<file path="config.mk">
export PLATFORM = sky130hd
export DESIGN_NAME = can_rx_fifo_filter
export DESIGN_NICKNAME = d
export VERILOG_FILES = /design/src/rtl/can_pkg.sv /design/src/rtl/can_acc_filter.sv /design/src/rtl/can_rx_fifo_filter.sv
export SDC_FILE = /design/constraint.sdc
export NUM_CORES = 1
export LEC_CHECK = 0
export BUFFER_PORTS_ARGS = -buffer_cell sky130_fd_sc_hd__buf_2
export CAP_MARGIN = 20
export CORE_UTILIZATION = 30
export DETAILED_ROUTE_END_ITERATION = 8
export HOLD_SLACK_MARGIN = 0.05
export PLACE_DENSITY = 0.45
export SLEW_MARGIN = 40
export SYNTH_ARGS = -nofsm -noshare
export SYNTH_HDL_FRONTEND = slang
export SYNTH_SLANG_ARGS = --single-unit
</file>
<file path="constraint.sdc">
create_clock -name clk -period 14.8 [get_ports clk]
set_input_delay 1.48 -clock clk [delete_from_list [all_inputs] [get_ports clk]]
set_output_delay 1.48 -clock clk [all_outputs]
set_load 0.03 [all_outputs]
</file>
<file path="src/rtl/can_pkg.sv">
// can_pkg: register map, CTRL bit positions and the FIFO entry layout for the CAN receive FIFO.
package can_pkg;
    localparam logic [2:0] CAN_RF_CTRL       = 3'd0;
    localparam logic [2:0] CAN_RF_HEAD_ID    = 3'd1;
    localparam logic [2:0] CAN_RF_HEAD_INFO  = 3'd2;
    localparam logic [2:0] CAN_RF_HEAD_DATA0 = 3'd3;
    localparam logic [2:0] CAN_RF_HEAD_DATA1 = 3'd4;
    localparam logic [2:0] CAN_RF_FSEL       = 3'd5;
    localparam logic [2:0] CAN_RF_FKEY       = 3'd6;
    localparam logic [2:0] CAN_RF_FMASK      = 3'd7;

    localparam int CAN_CTRL_POP    = 8;
    localparam int CAN_CTRL_FLUSH  = 9;
    localparam int CAN_CTRL_OVFCLR = 10;

    localparam int CAN_ENTRY_W = 102;
    localparam logic [2:0] NO_FILTER_HIT = 3'd7;

    typedef struct packed {
        logic        ext;
        logic        rtr;
        logic [28:0] id;
        logic [3:0]  dlc;
        logic [63:0] data;
        logic [2:0]  hit;
    } can_entry_t;
endpackage

</file>
<file path="src/rtl/can_acc_filter.sv">
// can_acc_filter: key/mask acceptance bank with lowest-index-wins priority match, output {accept, hit}.
module can_acc_filter
    import can_pkg::*;
#(
    parameter int NFILT = 4,
    localparam int SW = (NFILT > 1) ? $clog2(NFILT) : 1
) (
    input  logic             clk,
    input  logic             reset,
    input  logic [SW-1:0]    i_sel,
    input  logic             i_key_we,
    input  logic             i_mask_we,
    input  logic             i_en_we,
    input  logic [29:0]      i_wdata,
    input  logic [NFILT-1:0] i_en,
    input  logic [29:0]      i_frm_key,
    output logic [29:0]      o_key,
    output logic [29:0]      o_mask,
    output logic [NFILT-1:0] o_en,
    output logic [3:0]       o_match
);
    logic [29:0]      r_key  [NFILT];
    logic [29:0]      r_mask [NFILT];
    logic [NFILT-1:0] r_en;

    always_ff @(posedge clk) begin
        if (reset) begin
            r_en <= '0;
            for (int i = 0; i < NFILT; i++) begin
                r_key[i]  <= '0;
                r_mask[i] <= '0;
            end
        end else begin
            if (i_en_we) r_en <= i_en;
            if (i_key_we) r_key[i_sel] <= i_wdata;
            if (i_mask_we) r_mask[i_sel] <= i_wdata;
        end
    end

    // Scanning downwards lets the lowest-index hit overwrite any higher one.
    always_comb begin
        o_match = {(r_en == '0), NO_FILTER_HIT};
        for (int i = NFILT - 1; i >= 0; i--)
            if (r_en[i] && ((r_key[i] ^ i_frm_key) & r_mask[i]) == '0) o_match = {1'b1, 3'(i)};
    end

    assign o_key  = r_key[i_sel];
    assign o_mask = r_mask[i_sel];
    assign o_en   = r_en;
endmodule

</file>
<file path="src/rtl/can_rx_fifo_filter.sv">
// can_rx_fifo_filter: filters received CAN frames and buffers accepted ones in a FIFO read over the register bus.
module can_rx_fifo_filter
    import can_pkg::*;
#(
    parameter int DEPTH = 4,
    parameter int NFILT = 4
) (
    input  logic        clk,
    input  logic        reset,
    input  logic        cs,
    input  logic [2:0]  rs,
    input  logic [3:0]  bytesel,
    input  logic [31:0] d,
    output logic [31:0] q,
    input  logic        frm_valid,
    input  logic        frm_ext,
    input  logic        frm_rtr,
    input  logic [28:0] frm_id,
    input  logic [3:0]  frm_dlc,
    input  logic [63:0] frm_data,
    output logic        irq,
    output logic [4:0]  fifo_count
);
    localparam int AW = $clog2(DEPTH);
    localparam int CW = AW + 1;
    localparam int SW = (NFILT > 1) ? $clog2(NFILT) : 1;
    localparam logic [3:0] NF = 4'(NFILT);

    can_entry_t    r_mem [DEPTH];
    can_entry_t    r_s1;
    logic          r_s1_valid;
    logic [AW-1:0] r_wp, r_rp;
    logic [CW-1:0] r_count;
    logic          r_ovf, r_irq;
    logic [3:0]    r_thresh;
    logic [1:0]    r_irqen;
    logic [2:0]    r_fsel;

    logic             w_wr, w_ctrl_wr, w_empty, w_full, w_pop, w_flush, w_ovfclr, w_push, w_ovf_ev;
    logic [4:0]       w_count5;
    can_entry_t       w_head;
    logic [29:0]      w_key, w_mask;
    logic [NFILT-1:0] w_en;
    logic [3:0]       w_match;

    assign w_wr      = cs && bytesel == 4'b1111;
    assign w_ctrl_wr = w_wr && rs == CAN_RF_CTRL;
    assign w_empty   = r_count == '0;
    assign w_full    = r_count == CW'(DEPTH);
    assign w_pop     = w_ctrl_wr && d[CAN_CTRL_POP] && !w_empty;
    assign w_flush   = w_ctrl_wr && d[CAN_CTRL_FLUSH];
    assign w_ovfclr  = w_ctrl_wr && d[CAN_CTRL_OVFCLR];
    // A same-cycle pop frees the slot before the push is judged.
    assign w_push    = r_s1_valid && !w_flush && (!w_full || w_pop);
    assign w_ovf_ev  = r_s1_valid && !w_flush && w_full && !w_pop;
    assign w_count5  = 5'(r_count);
    assign w_head    = w_empty ? '0 : r_mem[r_rp];

    can_acc_filter #(.NFILT(NFILT)) u_filt (
        .clk       (clk),
        .reset     (reset),
        .i_sel     (r_fsel[SW-1:0]),
        .i_key_we  (w_wr && rs == CAN_RF_FKEY),
        .i_mask_we (w_wr && rs == CAN_RF_FMASK),
        .i_en_we   (w_wr && rs == CAN_RF_FSEL),
        .i_wdata   (d[29:0]),
        .i_en      (d[8 +: NFILT]),
        .i_frm_key ({frm_ext, frm_id}),
        .o_key     (w_key),
        .o_mask    (w_mask),
        .o_en      (w_en),
        .o_match   (w_match)
    );

    always_ff @(posedge clk) begin
        if (reset) begin
            r_s1_valid <= 1'b0;
            r_s1       <= '0;
            r_wp       <= '0;
            r_rp       <= '0;
            r_count    <= '0;
            r_ovf      <= 1'b0;
            r_irq      <= 1'b0;
            r_thresh   <= 4'd1;
            r_irqen    <= 2'd0;
            r_fsel     <= 3'd0;
        end else begin
            r_s1_valid <= frm_valid && w_match[3] && !w_flush;
            r_s1       <= '{frm_ext, frm_rtr, frm_id, frm_dlc, frm_data, w_match[2:0]};
            if (w_push) r_mem[r_wp] <= r_s1;
            if (w_flush) begin
                r_wp    <= '0;
                r_rp    <= '0;
                r_count <= '0;
            end else begin
                r_wp    <= r_wp + AW'(w_push);
                r_rp    <= r_rp + AW'(w_pop);
                r_count <= r_count + CW'(w_push) - CW'(w_pop);
            end
            if (w_ovf_ev) r_ovf <= 1'b1;
            else if (w_ovfclr) r_ovf <= 1'b0;
            if (w_ctrl_wr) begin
                r_thresh <= (d[19:16] == 4'd0) ? 4'd1 : d[19:16];
                r_irqen  <= d[25:24];
            end
            if (w_wr && rs == CAN_RF_FSEL) r_fsel <= ({1'b0, d[2:0]} >= NF) ? 3'd0 : d[2:0];
            r_irq <= (r_irqen[0] && w_count5 >= {1'b0, r_thresh} && !w_empty) || (r_irqen[1] && r_ovf);
        end
    end

    always_comb begin
        q = '0;
        if (cs)
            case (rs)
                CAN_RF_CTRL:       q = {6'b0, r_irqen, 4'b0, r_thresh, 8'b0, r_ovf, w_full, w_empty, w_count5};
                CAN_RF_HEAD_ID:    q = {w_head.ext, w_head.rtr, 1'b0, w_head.id};
                CAN_RF_HEAD_INFO:  q = {21'b0, w_head.hit, 4'b0, w_head.dlc};
                CAN_RF_HEAD_DATA0: q = w_head.data[31:0];
                CAN_RF_HEAD_DATA1: q = w_head.data[63:32];
                CAN_RF_FSEL:       q = 32'({w_en, 5'b0, r_fsel});
                CAN_RF_FKEY:       q = {2'b0, w_key};
                CAN_RF_FMASK:      q = {2'b0, w_mask};
                default:           q = '0;
            endcase
    end

    assign irq        = r_irq;
    assign fifo_count = w_count5;
endmodule
</file>
==> results.tsv <==
metric	value	unit
outcome	complete, but fails checks	
violations	design-rule violations	
reg2reg_slack	11.17	ns
fin_tns_setup	0	ns
hold_path_class	reg -> reg	
total_leakage_power	12.7	nW
synth.largest_area_cell	edfxtp_1	
holdPathEnd	r_mem[2][2]$_DFFE_PP_	
r2r-end	r_mem[1][56]$_DFFE_PP_	
r2r_cells	7	
arrival	4.53	ns
regToRegStartpoint	r_count[1]$_SDFF_PP0_	
path_max_fanout	29	
rsz0062_at_grt	false	
worst_clock_skew	0.0229	ns
placed_area	34700	µm²
post_drt_wl_per_cell	28.2	µm
die_width	329	µm
cts_root_buf	clkbuf_16	
coreArea	106000	µm²
clkSlewWorstSetupHoldPaths	0.06	ns
dieHeight	329	µm
first_pass_iters	7	
synth_seq_area_share	68.5	%
ys.flop_type	edfxtp_1	
cts_tree	yes	
yosys-top-cells-area	edfxtp_1 (61%), mux4_2 (11%), dfxtp_1 (7.9%)	
critPathMaxStageDelay	0.73	ns
cp-start-kind	input pin	
critPathTopFamily	buffers and inverters	
post_cts_buffers	0	
drt_iter0_drc	1656	
drcViolationCount	28	
ys.warnings.count	0	
grt_usage	18.6	%
fin_crit_sh	40.6	%
netlist-cell-type-count	53	
antenna_left	0	
hold_buffers	0	
ys_top_cells_by_count	edfxtp_1 (648), and2_1 (241), mux4_2 (162)	
clk-insertion-delay-late	0.65	ns
grt_pass1_vias	18600	
wl	101000	µm
num_rows	119	
setup_violations	0	
ys_ff_latch	775	
fin_crit	6.01	ns
grt_max_degree	63	
cts_inserted_buffers	84	
fmax	166	MHz
design_power_total	4.95	mW
routabilityCongestion	0.847	
grt_pass1_wl	141000	µm
antenna_found_initial	20	
cts_buffer_depth	3	
power_density	131	nW/µm²
cp_num_buf_inv	4	
initial_core_util	30.4	%
dp.cells	3426	
fillCellCount	10000	
yosysTopAreaCellShare	60.6	%
relSlewSlack	40.6	%
hpwl	67900	µm
area_growth	17.1	%
cts.repair.resized	0	
globalRoute.totalOverflow	0	
die_area	108000	µm²
syn_area_per_cell	16.4	µm²
layout-drive-gt1-share	25.6	%
htree_num_levels	3	
final_nets	2271	
yosysMostFrequentCell	edfxtp_1	
min-delay-start	r_s1[2]$_SDFF_PP0_	
finalMaxSlewViolations	0	
io_buffers	175	
layout.cells.non_filler	3589	
syn_area	32100	µm²
viasPerCell	4.98	
worst_pin_slew	0.890	ns
cts.sinks	775	
worstPathRequired	13.32	ns
dr_total_vias	17900	
syn_inst	1958	
worstHoldPathCells	0	
ys_async_sr_fraction	0	%
endpoint_kind	output pin	
cp_slowest_cell	a21oi_1	
final_cell_area	37600	µm²
ir_worst_vdd	0.0000838	V
cap_violations	0	
hold_violations	0	
ioPinCount	180	
synth_edf_count	648	
path_cells	buf_2 > buf_4 > nor2b_1 > buf_4 > a22oi_1 > o21ai_0 > a21oi_1 > a21oi_1 > buf_2	
worst-setup-path-type	in -> out	
[layer usage]
layer  track usage (%)  wire length [µm]  share of wire (%)  vias to the layer above
met1              25.8             44800                 44                     9320
li1                  -                 -                  -                     7774
met4              4.70              2180                2.2                       14
met5                 0                92              0.091                        -
met3              5.05              8130                8.0                      134
met2              28.7             45900                 45                      616
[worst reg2reg max path: cells and delay by family, from the launching register on]
family                 cells  cell delay [ns]
buffers and inverters      2             1.17
flip-flops                 1             0.64
AO/OA/AOI/OAI              1             0.46
AND/OR/NAND/NOR            4             0.90
[worst max-delay path by stage]
stage	slack, ns	to	cells after the start	startpoint
after global routing	8.72	q[17]	9	rs[0]
final	8.79	q[25]	9	rs[0]
after floorplan	1.62	r_mem[0][0]$_DFFE_PP_	4	rs[1]
after detailed placement	8.94	q[25]	9	rs[0]
after global placement	8.83	r_mem[1][57]$_DFFE_PP_	9	rs[0]
after CTS	8.93	q[25]	9	rs[0]
[final cells by class]
cell class	count	area, µm²	share of cell area (%)
Sequential cell	775	22000	58.5
Multi-Input combinational cell	1033	9640	25.6
Clock buffer	110	2280	6.06
Tap cell	1391	1740	4.62
Timing Repair Buffer	217	1270	3.38
Clock inverter	47	629	1.67
Inverter	10	37.5	0.0997
Antenna cell	6	15.0	0.0399
[logic make-up (layout without fill, tap and decap cells)]
family                     after synthesis  count (layout)  synth area share (%)
adders and majority gates                8               8                 0.335
muxes                                  200             200                  12.6
buffers and inverters                  151             384                  1.92
AOI/OAI and AO/OA                      191             191                  4.11
and+or+nand+nor                        508             508                  9.19
DFF                                    775             775                  68.5
xor gates and xnor gates               124             124                  3.38
other                                    1               8                0.0117
[flip-flops by register name, indices dropped and copies added (netlist names), 3 cells and up, named ones only]
register	flops
u_filt.o_en	4
u_filt.r_mask	120
r_fsel	3
r_mem	408
u_filt.r_key	120
r_s1	102
r_count	3
r_thresh	4
[stage by stage]
stage | worst slack, ns | hold WS [ns] | util (%)
after floorplan | 1.62 | 0.438 | -
after global placement | 8.83 | 0.444 | 32.7
after detailed placement | 8.94 | 0.461 | 32.8
after CTS | 8.93 | 0.463 | 35.6
after global routing | 8.72 | 0.486 | 35.6
final | 8.79 | 0.468 | 35.6
[cell usage in the layout (no fill, tap or decap), drive strengths merged, types with 4 or more instances in the layout]
cell / count
edfxtp: 648
and2: 241
buf: 217
mux4: 162
dfxtp: 127
xor2: 121
clkbuf: 110
nor2b: 107
a22oi: 85
nor2: 52
nand2: 48
a21oi: 31
o21ai: 25
mux2i: 23
clkinv: 23
mux2: 15
a31oi: 15
inv: 14
nand4: 13
bufinv: 12
nor3: 12
nor4: 9
clkinvlp: 8
a221oi: 7
ha: 7
diode: 6
a222oi: 6
a22o: 5
a21boi: 5
or2: 5
nand2b: 4
nand3: 4
nor4b: 4
[power breakdown]
| group | internal (mW) | leakage, nW | switching, mW | total [mW] |
|---|---|---|---|---|
| clock network | 1.31 | 1.40 | 0.896 | 2.20 |
| registers | 2.42 | 7.18 | 0.0423 | 2.47 |
| logic | 0.0896 | 4.17 | 0.188 | 0.277 |
| total | 3.82 | 12.7 | 1.13 | 4.95 |
(Power assumes the default switching activity.)
